`src/rtl/vga_pkg.sv`:
```
// Shared screen geometry, sprite sizes, wall table and gameplay types for the maze game.
package vga_pkg;

    localparam int unsigned SCREEN_WIDTH  = 800;
    localparam int unsigned SCREEN_HEIGHT = 600;
    localparam int unsigned PLAYER_SIZE   = 8;
    localparam int unsigned POINT_SIZE    = 4;
    localparam int unsigned MAX_WALLS     = 4;

    localparam logic [10:0] PS11 = 11'(PLAYER_SIZE);
    localparam logic [10:0] QS11 = 11'(POINT_SIZE);

    localparam logic [9:0] POINT_RST_X = 10'd400;
    localparam logic [9:0] POINT_RST_Y = 10'd300;

    typedef struct packed {
        logic [9:0] x0;
        logic [9:0] y0;
        logic [9:0] x1;
        logic [9:0] y1;
    } wall_t;

    localparam wall_t WALLS [MAX_WALLS] = '{
        '{10'd100, 10'd0,   10'd107, 10'd299},
        '{10'd300, 10'd200, 10'd307, 10'd599},
        '{10'd500, 10'd0,   10'd507, 10'd299},
        '{10'd600, 10'd400, 10'd799, 10'd407}
    };

    typedef enum logic {StIdle, StSeek} state_e;

    // Player square (half-size PS) against point square (half-size QS), subtraction-free.
    function automatic logic squares_overlap(input logic [10:0] px, input logic [10:0] py,
                                             input logic [10:0] qx, input logic [10:0] qy);
        return (px + 11'd1 <= qx + QS11 + PS11) && (qx + 11'd1 <= px + PS11 + QS11) &&
               (py + 11'd1 <= qy + QS11 + PS11) && (qy + 11'd1 <= py + PS11 + QS11);
    endfunction

endpackage

```
`src/rtl/wall_hit.sv`:
```
// Combinational overlap check of a rectangle against the wall table. The rectangle is given
// with every coordinate biased by +Off so no subtraction is ever needed.
module wall_hit
    import vga_pkg::*;
#(
    parameter int unsigned NumWalls = 4,
    parameter int unsigned Off      = 8
) (
    input  logic [10:0] x_lo_i,
    input  logic [10:0] x_hi_i,
    input  logic [10:0] y_lo_i,
    input  logic [10:0] y_hi_i,
    output logic        hit_o
);

    localparam logic [10:0] Off11 = 11'(Off);

    always_comb begin
        hit_o = 1'b0;
        for (int unsigned i = 0; i < NumWalls; i++) begin
            if (({1'b0, WALLS[i].x0} + Off11 <= x_hi_i) &&
                (x_lo_i <= {1'b0, WALLS[i].x1} + Off11) &&
                ({1'b0, WALLS[i].y0} + Off11 <= y_hi_i) &&
                (y_lo_i <= {1'b0, WALLS[i].y1} + Off11)) begin
                hit_o = 1'b1;
            end
        end
    end

endmodule

```
`src/rtl/maze_collision_points.sv`:
```
// Maze gameplay: per-direction wall/edge collisions, point pickup counting and LFSR re-spawn.
// Wall tests are enabled by defining MAZE_WALLS_EN; otherwise only screen edges apply.
module maze_collision_points
    import vga_pkg::*;
#(
    parameter int unsigned NUM_WALLS = 4,
    parameter logic [19:0] LFSR_SEED = 20'h0ACE1
) (
    input  logic       clk,
    input  logic       rst,
    input  logic [9:0] player_x,
    input  logic [9:0] player_y,
    output logic       collision_up,
    output logic       collision_down,
    output logic       collision_left,
    output logic       collision_right,
    output logic [9:0] point_x,
    output logic [9:0] point_y,
    output logic [4:0] points
);

`ifdef MAZE_WALLS_EN
    localparam int unsigned WallCnt = (NUM_WALLS > MAX_WALLS) ? MAX_WALLS : NUM_WALLS;
`else
    // A zero-entry table makes every wall_hit instance a constant miss.
    localparam int unsigned WallCnt = 0 * NUM_WALLS;
`endif

    logic [10:0] px, py, cx, cy;
    logic        hit_up, hit_down, hit_left, hit_right, hit_spawn;
    logic        overlap, cand_ok;

    state_e      state_q, state_d;
    logic [19:0] lfsr_q, lfsr_d;
    logic [4:0]  points_q, points_d;
    logic [9:0]  point_x_q, point_x_d, point_y_q, point_y_d;

    assign px = {1'b0, player_x};
    assign py = {1'b0, player_y};
    assign cx = {1'b0, lfsr_q[9:0]};
    assign cy = {1'b0, lfsr_q[19:10]};

    // Each probe is the 1-px strip the player would enter, biased by +PS.
    wall_hit #(.NumWalls(WallCnt), .Off(PLAYER_SIZE)) u_hit_up (
        .x_lo_i(px + 11'd1), .x_hi_i(px + PS11 + PS11), .y_lo_i(py), .y_hi_i(py),
        .hit_o (hit_up)
    );
    wall_hit #(.NumWalls(WallCnt), .Off(PLAYER_SIZE)) u_hit_down (
        .x_lo_i(px + 11'd1), .x_hi_i(px + PS11 + PS11),
        .y_lo_i(py + PS11 + PS11 + 11'd1), .y_hi_i(py + PS11 + PS11 + 11'd1),
        .hit_o (hit_down)
    );
    wall_hit #(.NumWalls(WallCnt), .Off(PLAYER_SIZE)) u_hit_left (
        .x_lo_i(px), .x_hi_i(px), .y_lo_i(py + 11'd1), .y_hi_i(py + PS11 + PS11),
        .hit_o (hit_left)
    );
    wall_hit #(.NumWalls(WallCnt), .Off(PLAYER_SIZE)) u_hit_right (
        .x_lo_i(px + PS11 + PS11 + 11'd1), .x_hi_i(px + PS11 + PS11 + 11'd1),
        .y_lo_i(py + 11'd1), .y_hi_i(py + PS11 + PS11),
        .hit_o (hit_right)
    );
    wall_hit #(.NumWalls(WallCnt), .Off(POINT_SIZE)) u_hit_spawn (
        .x_lo_i(cx + 11'd1), .x_hi_i(cx + QS11 + QS11),
        .y_lo_i(cy + 11'd1), .y_hi_i(cy + QS11 + QS11),
        .hit_o (hit_spawn)
    );

    assign collision_up    = (py <= PS11) || hit_up;
    assign collision_down  = (py + PS11 >= 11'(SCREEN_HEIGHT - 1)) || hit_down;
    assign collision_left  = (px <= PS11) || hit_left;
    assign collision_right = (px + PS11 >= 11'(SCREEN_WIDTH - 1)) || hit_right;

    assign overlap = squares_overlap(px, py, {1'b0, point_x_q}, {1'b0, point_y_q});
    assign cand_ok = (cx >= QS11) && (cx <= 11'(SCREEN_WIDTH - 1 - POINT_SIZE)) &&
                     (cy >= QS11) && (cy <= 11'(SCREEN_HEIGHT - 1 - POINT_SIZE)) &&
                     !hit_spawn && !squares_overlap(px, py, cx, cy);

    always_comb begin
        state_d   = state_q;
        points_d  = points_q;
        point_x_d = point_x_q;
        point_y_d = point_y_q;
        lfsr_d    = {lfsr_q[18:0], lfsr_q[19] ^ lfsr_q[16]};
        unique case (state_q)
            StIdle: begin
                if (overlap) begin
                    if (points_q != 5'd31) points_d = points_q + 5'd1;
                    state_d = StSeek;
                end
            end
            StSeek: begin
                if (cand_ok) begin
                    point_x_d = lfsr_q[9:0];
                    point_y_d = lfsr_q[19:10];
                    state_d   = StIdle;
                end
            end
            default: state_d = StIdle;
        endcase
    end

    always_ff @(posedge clk) begin
        if (rst) begin
            state_q   <= StIdle;
            lfsr_q    <= LFSR_SEED;
            points_q  <= 5'd0;
            point_x_q <= POINT_RST_X;
            point_y_q <= POINT_RST_Y;
        end else begin
            state_q   <= state_d;
            lfsr_q    <= lfsr_d;
            points_q  <= points_d;
            point_x_q <= point_x_d;
            point_y_q <= point_y_d;
        end
    end

    assign point_x = point_x_q;
    assign point_y = point_y_q;
    assign points  = points_q;

endmodule

```
`config.mk`:
```
export PLATFORM = sky130hd
export DESIGN_NAME = maze_collision_points
export DESIGN_NICKNAME = d
export VERILOG_FILES = /design/src/rtl/vga_pkg.sv /design/src/rtl/wall_hit.sv /design/src/rtl/maze_collision_points.sv
export SDC_FILE = /design/constraint.sdc
export NUM_CORES = 1
export LEC_CHECK = 0
export ABC_AREA = 1
export ABC_CLOCK_PERIOD_IN_PS = 5150
export BUFFER_PORTS_ARGS = -buffer_cell sky130_fd_sc_hd__buf_4
export CORE_ASPECT_RATIO = 1.75
export CORE_MARGIN = 4
export CORE_UTILIZATION = 45
export DETAILED_ROUTE_END_ITERATION = 7
export SLEW_MARGIN = 15
export SYNTH_ARGS = -nofsm -noshare
export SYNTH_HDL_FRONTEND = slang
export SYNTH_HIERARCHICAL = 1
export SYNTH_SLANG_ARGS = --single-unit
```
`constraint.sdc`:
```
create_clock -name clk -period 5.15 [get_ports clk]
set_input_delay 0.7725 -clock clk [delete_from_list [all_inputs] [get_ports clk]]
set_output_delay 0.7725 -clock clk [all_outputs]
set_load 0.01 [all_outputs]
```
==> impl.org <==
** Worst setup path
- CP Data Arrival Time :: 4.45 ns
- Measured in cells, the most critical reg-to-reg path has a length of 21.
- STA classifies the critical path endpoint as a flop.
- Type of the worst setup path :: in2reg
- STA classifies the critical path startpoint as an input pin.
- For the worst setup path, the data required time is 5.28 ns.
- Along the worst path, the maximum fanout reaches 22.

** STA
- Setup violations remaining at the end of the flow were counted as 0.
- Maximum frequency from static timing analysis :: 232 MHz
- The routed design could run at a clock period as short as 4.32 ns.
- Tightest Pin Transition :: 1.06 ns
- Worst-case headroom to the max-slew limit :: 28.9%
- Across the routed clock network, the largest skew measured is 0.00846 ns.
- Tightest hold margin :: 0.545 ns
- RSZ-0062 raised after global routing :: no
- The number of hold violations in the final report was 0.
- The max-slew violation count was 0.
- Final period utilization :: 83.8%
- After routing, the total negative slack on setup checks comes to 0 ns.

** GRT
- Entering global routing, the biggest net connects 32 pins.
- Via count of the first global-routing pass :: 6272
- Global routing used 23.7% of the available tracks across all layers.
- The first global-routing pass estimated 30.7 mm of wire.
- Total global routing overflow :: 0
- Initial antenna violation count :: 0

** Finish
- The repair_antennas step left the layout with diodes totalling 0.
- The finished cells cover 7040 um^2.
- Syn-to-layout area delta :: 9.82%
- In the final design database the tool counted 1143 nets.
- The post-route netlist has 10.3% of its cells at a drive strength greater than 1.
- Once layout is complete, the cells apart from fillers number 1177.

** Routing
- Wires add up to 19.5 mm.
- The first detailed-routing pass ran for 6 iterations.
- Routed length per placed instance :: 16.5 um
- The detailed router finished its first iteration with 189 violations.
- Dividing the detail-routed via count by the number of cells gives 5.27.
- The final route contains 6198 vias.
- Post-route DRC :: 0
- The detail route stage leaves a number of antenna-violating nets equal to 0.

** Power and ir drop
- Total chip power :: 0.00125 W
- Combinational fraction of design power :: 40.8%
- The analysis attributes to net switching a power of 0.000490 W.
- Int Power :: 0.000758 W
- Switching portion of total power :: 39.3%
- Worst ir drop on vdd :: 0.000153 V
- Sequential power share :: 33.1%
- PD cells :: 177 nW/um^2
- Clock network fraction of total power :: 26.1%
- Summed over all cells, the static leakage comes to 3.63 nW.

** Worst hold path
- Min-Delay Path Class :: reg2reg
- Cell count of the worst hold path :: 2

** CTS
- Clock latency on the worst-skew pair, taken at its later pin, is 0.29 ns.
- Cell at the root of the clock tree :: sky130_fd_sc_hd__clkbuf_16
- Clock-pin slew was measured on the worst setup and hold paths at 0.06 ns.
- No sink is reached through more buffers than the 2 on the longest clock path.
- Post-CTS repair changed the size of 0 cells.
- Once the clock tree was built, the setup fixing pass inserted 0 buffers.
- Number of levels in the clock H-tree :: 2
- Clock tree synthesis inserted a total of 5 buffers.
- TritonCTS built the clock tree.
- Total of hold buffers inserted after clock tree synthesis :: 0
- Number of sinks handled by clock tree synthesis :: 46

** Job
- Count of max-cap constraint violations :: 0

** Place
- The congestion estimate from routability-driven global placement came to 0.917.
- Detailed placement ended at an HPWL of 16.8 mm.
- Total placed cells including tap cells :: 1169
- Summing all placed instances gives a cell area of 6890 um^2.
- Port Buf Inserts :: 50

** Yosys
- Total of warnings raised by yosys :: 6
- Syn Nets :: 1108
- The cell area that synthesis handed to floorplanning was 6410 um^2.
- Post-Syn Area per Cell :: 6.65 um^2
- In the synthesized netlist, the number of instances is 964.

** Status
- Outcome :: finished clean

** Floorplanning
- Vert. Die Dim :: 166 um
- In this run the count of I/O pins placed on the die edge is 51.
- Floorplan row count :: 57
- Width of the die :: 98.2 um
- The floorplan step defined a die boundary enclosing 16300 um^2.
- Area of the core :: 13900 um^2
- Initial cell density of the core :: 46.1%
[layer usage]
| metal | vias up | track usage (%) | routed length, um |
|---|---|---|---|
| met5 | - | 0 | 0 |
| met4 | 0 | 16.9 | 1510 |
| met3 | 66 | 1.30 | 352 |
| met2 | 123 | 48.5 | 11000 |
| met1 | 2788 | 20.9 | 6600 |
| li1 | 3221 | - | - |
[registers in the layout (all words and copies together), names as in the netlist]
| name | flops |
|---|---|
| point_y | 10 |
| point_x | 10 |
| lfsr_q | 20 |
| points | 5 |
| state_q | 1 |
[cells in the final DEF, fill, tap and decap left out, drive strengths merged, types with 10 or more instances in the layout]
cell,n
nand2,222
inv,137
ha,122
nor2,106
xor2,67
nand3,52
buf,51
a21oi,48
dfxtp,46
nand4,36
o21ai,30
nor3,20
nor4,10
[worst paths after layout]
check / startpoint / endpoint / slack (ns)
hold reg to reg: point_x[7] / point_x[7] / 0.54
setup reg to reg: lfsr_q[12] / point_y[2] / 0.88
hold / removal: point_x[7] / point_x[7] / 0.54
setup / recovery: player_y[3] / point_y[2] / 0.83
[per-stage QoR]
stage / worst slack [ns] / util, %
after global placement: 0.700 / 49.5
after CTS: 0.858 / 50.6
after global routing: 0.449 / 50.6
after detailed placement: 0.623 / 49.5
final: 0.832 / 50.6
after floorplan: 1.72 / -
[cell type report]
cell class | instances | area [um^2]
flip-flops and latches | 46 | 921
well taps | 177 | 221
clock buffers | 6 | 139
inverters | 138 | 519
clock inverters | 2 | 12.5
fillers | 1486 | 6870
repair buffers | 51 | 383
multi-input cells | 757 | 4840
[power groups by stage]
| stage | sequential, W | clock, W | combinational (W) |
|---|---|---|---|
| after CTS | 0.000412 | 0.000333 | 0.000513 |
| after global routing | 0.000417 | 0.000348 | 0.000582 |
| after global placement | 0.000421 | 0 | 0.000505 |
| after floorplan | 0.000410 | 0 | 0.000356 |
| final | 0.000413 | 0.000326 | 0.000509 |
| after detailed placement | 0.000420 | 0 | 0.000510 |
[worst max-delay path, cell delays in order]
cell and delay (ns):
sky130_fd_sc_hd__buf_4 0.15, sky130_fd_sc_hd__ha_1 0.23, sky130_fd_sc_hd__nand2_1 0.08, sky130_fd_sc_hd__inv_1 0.05, sky130_fd_sc_hd__nor2_1 0.14, sky130_fd_sc_hd__inv_1 0.10, sky130_fd_sc_hd__or3_1 0.40, sky130_fd_sc_hd__nor2_1 0.12
sky130_fd_sc_hd__nand2_1 0.07, sky130_fd_sc_hd__o21ai_0 0.15, sky130_fd_sc_hd__inv_1 0.11, sky130_fd_sc_hd__ha_1 0.32, sky130_fd_sc_hd__nand2_1 0.07, sky130_fd_sc_hd__nor2_1 0.16, sky130_fd_sc_hd__nand3_1 0.09, sky130_fd_sc_hd__o2111ai_1 0.10
sky130_fd_sc_hd__nand2_1 0.06, sky130_fd_sc_hd__and3_1 0.18, sky130_fd_sc_hd__nand2_2 0.30, sky130_fd_sc_hd__nand3_2 0.52, sky130_fd_sc_hd__nand2_1 0.20, sky130_fd_sc_hd__nand3_1 0.08
Note: power is estimated with default switching activity, not from simulation.
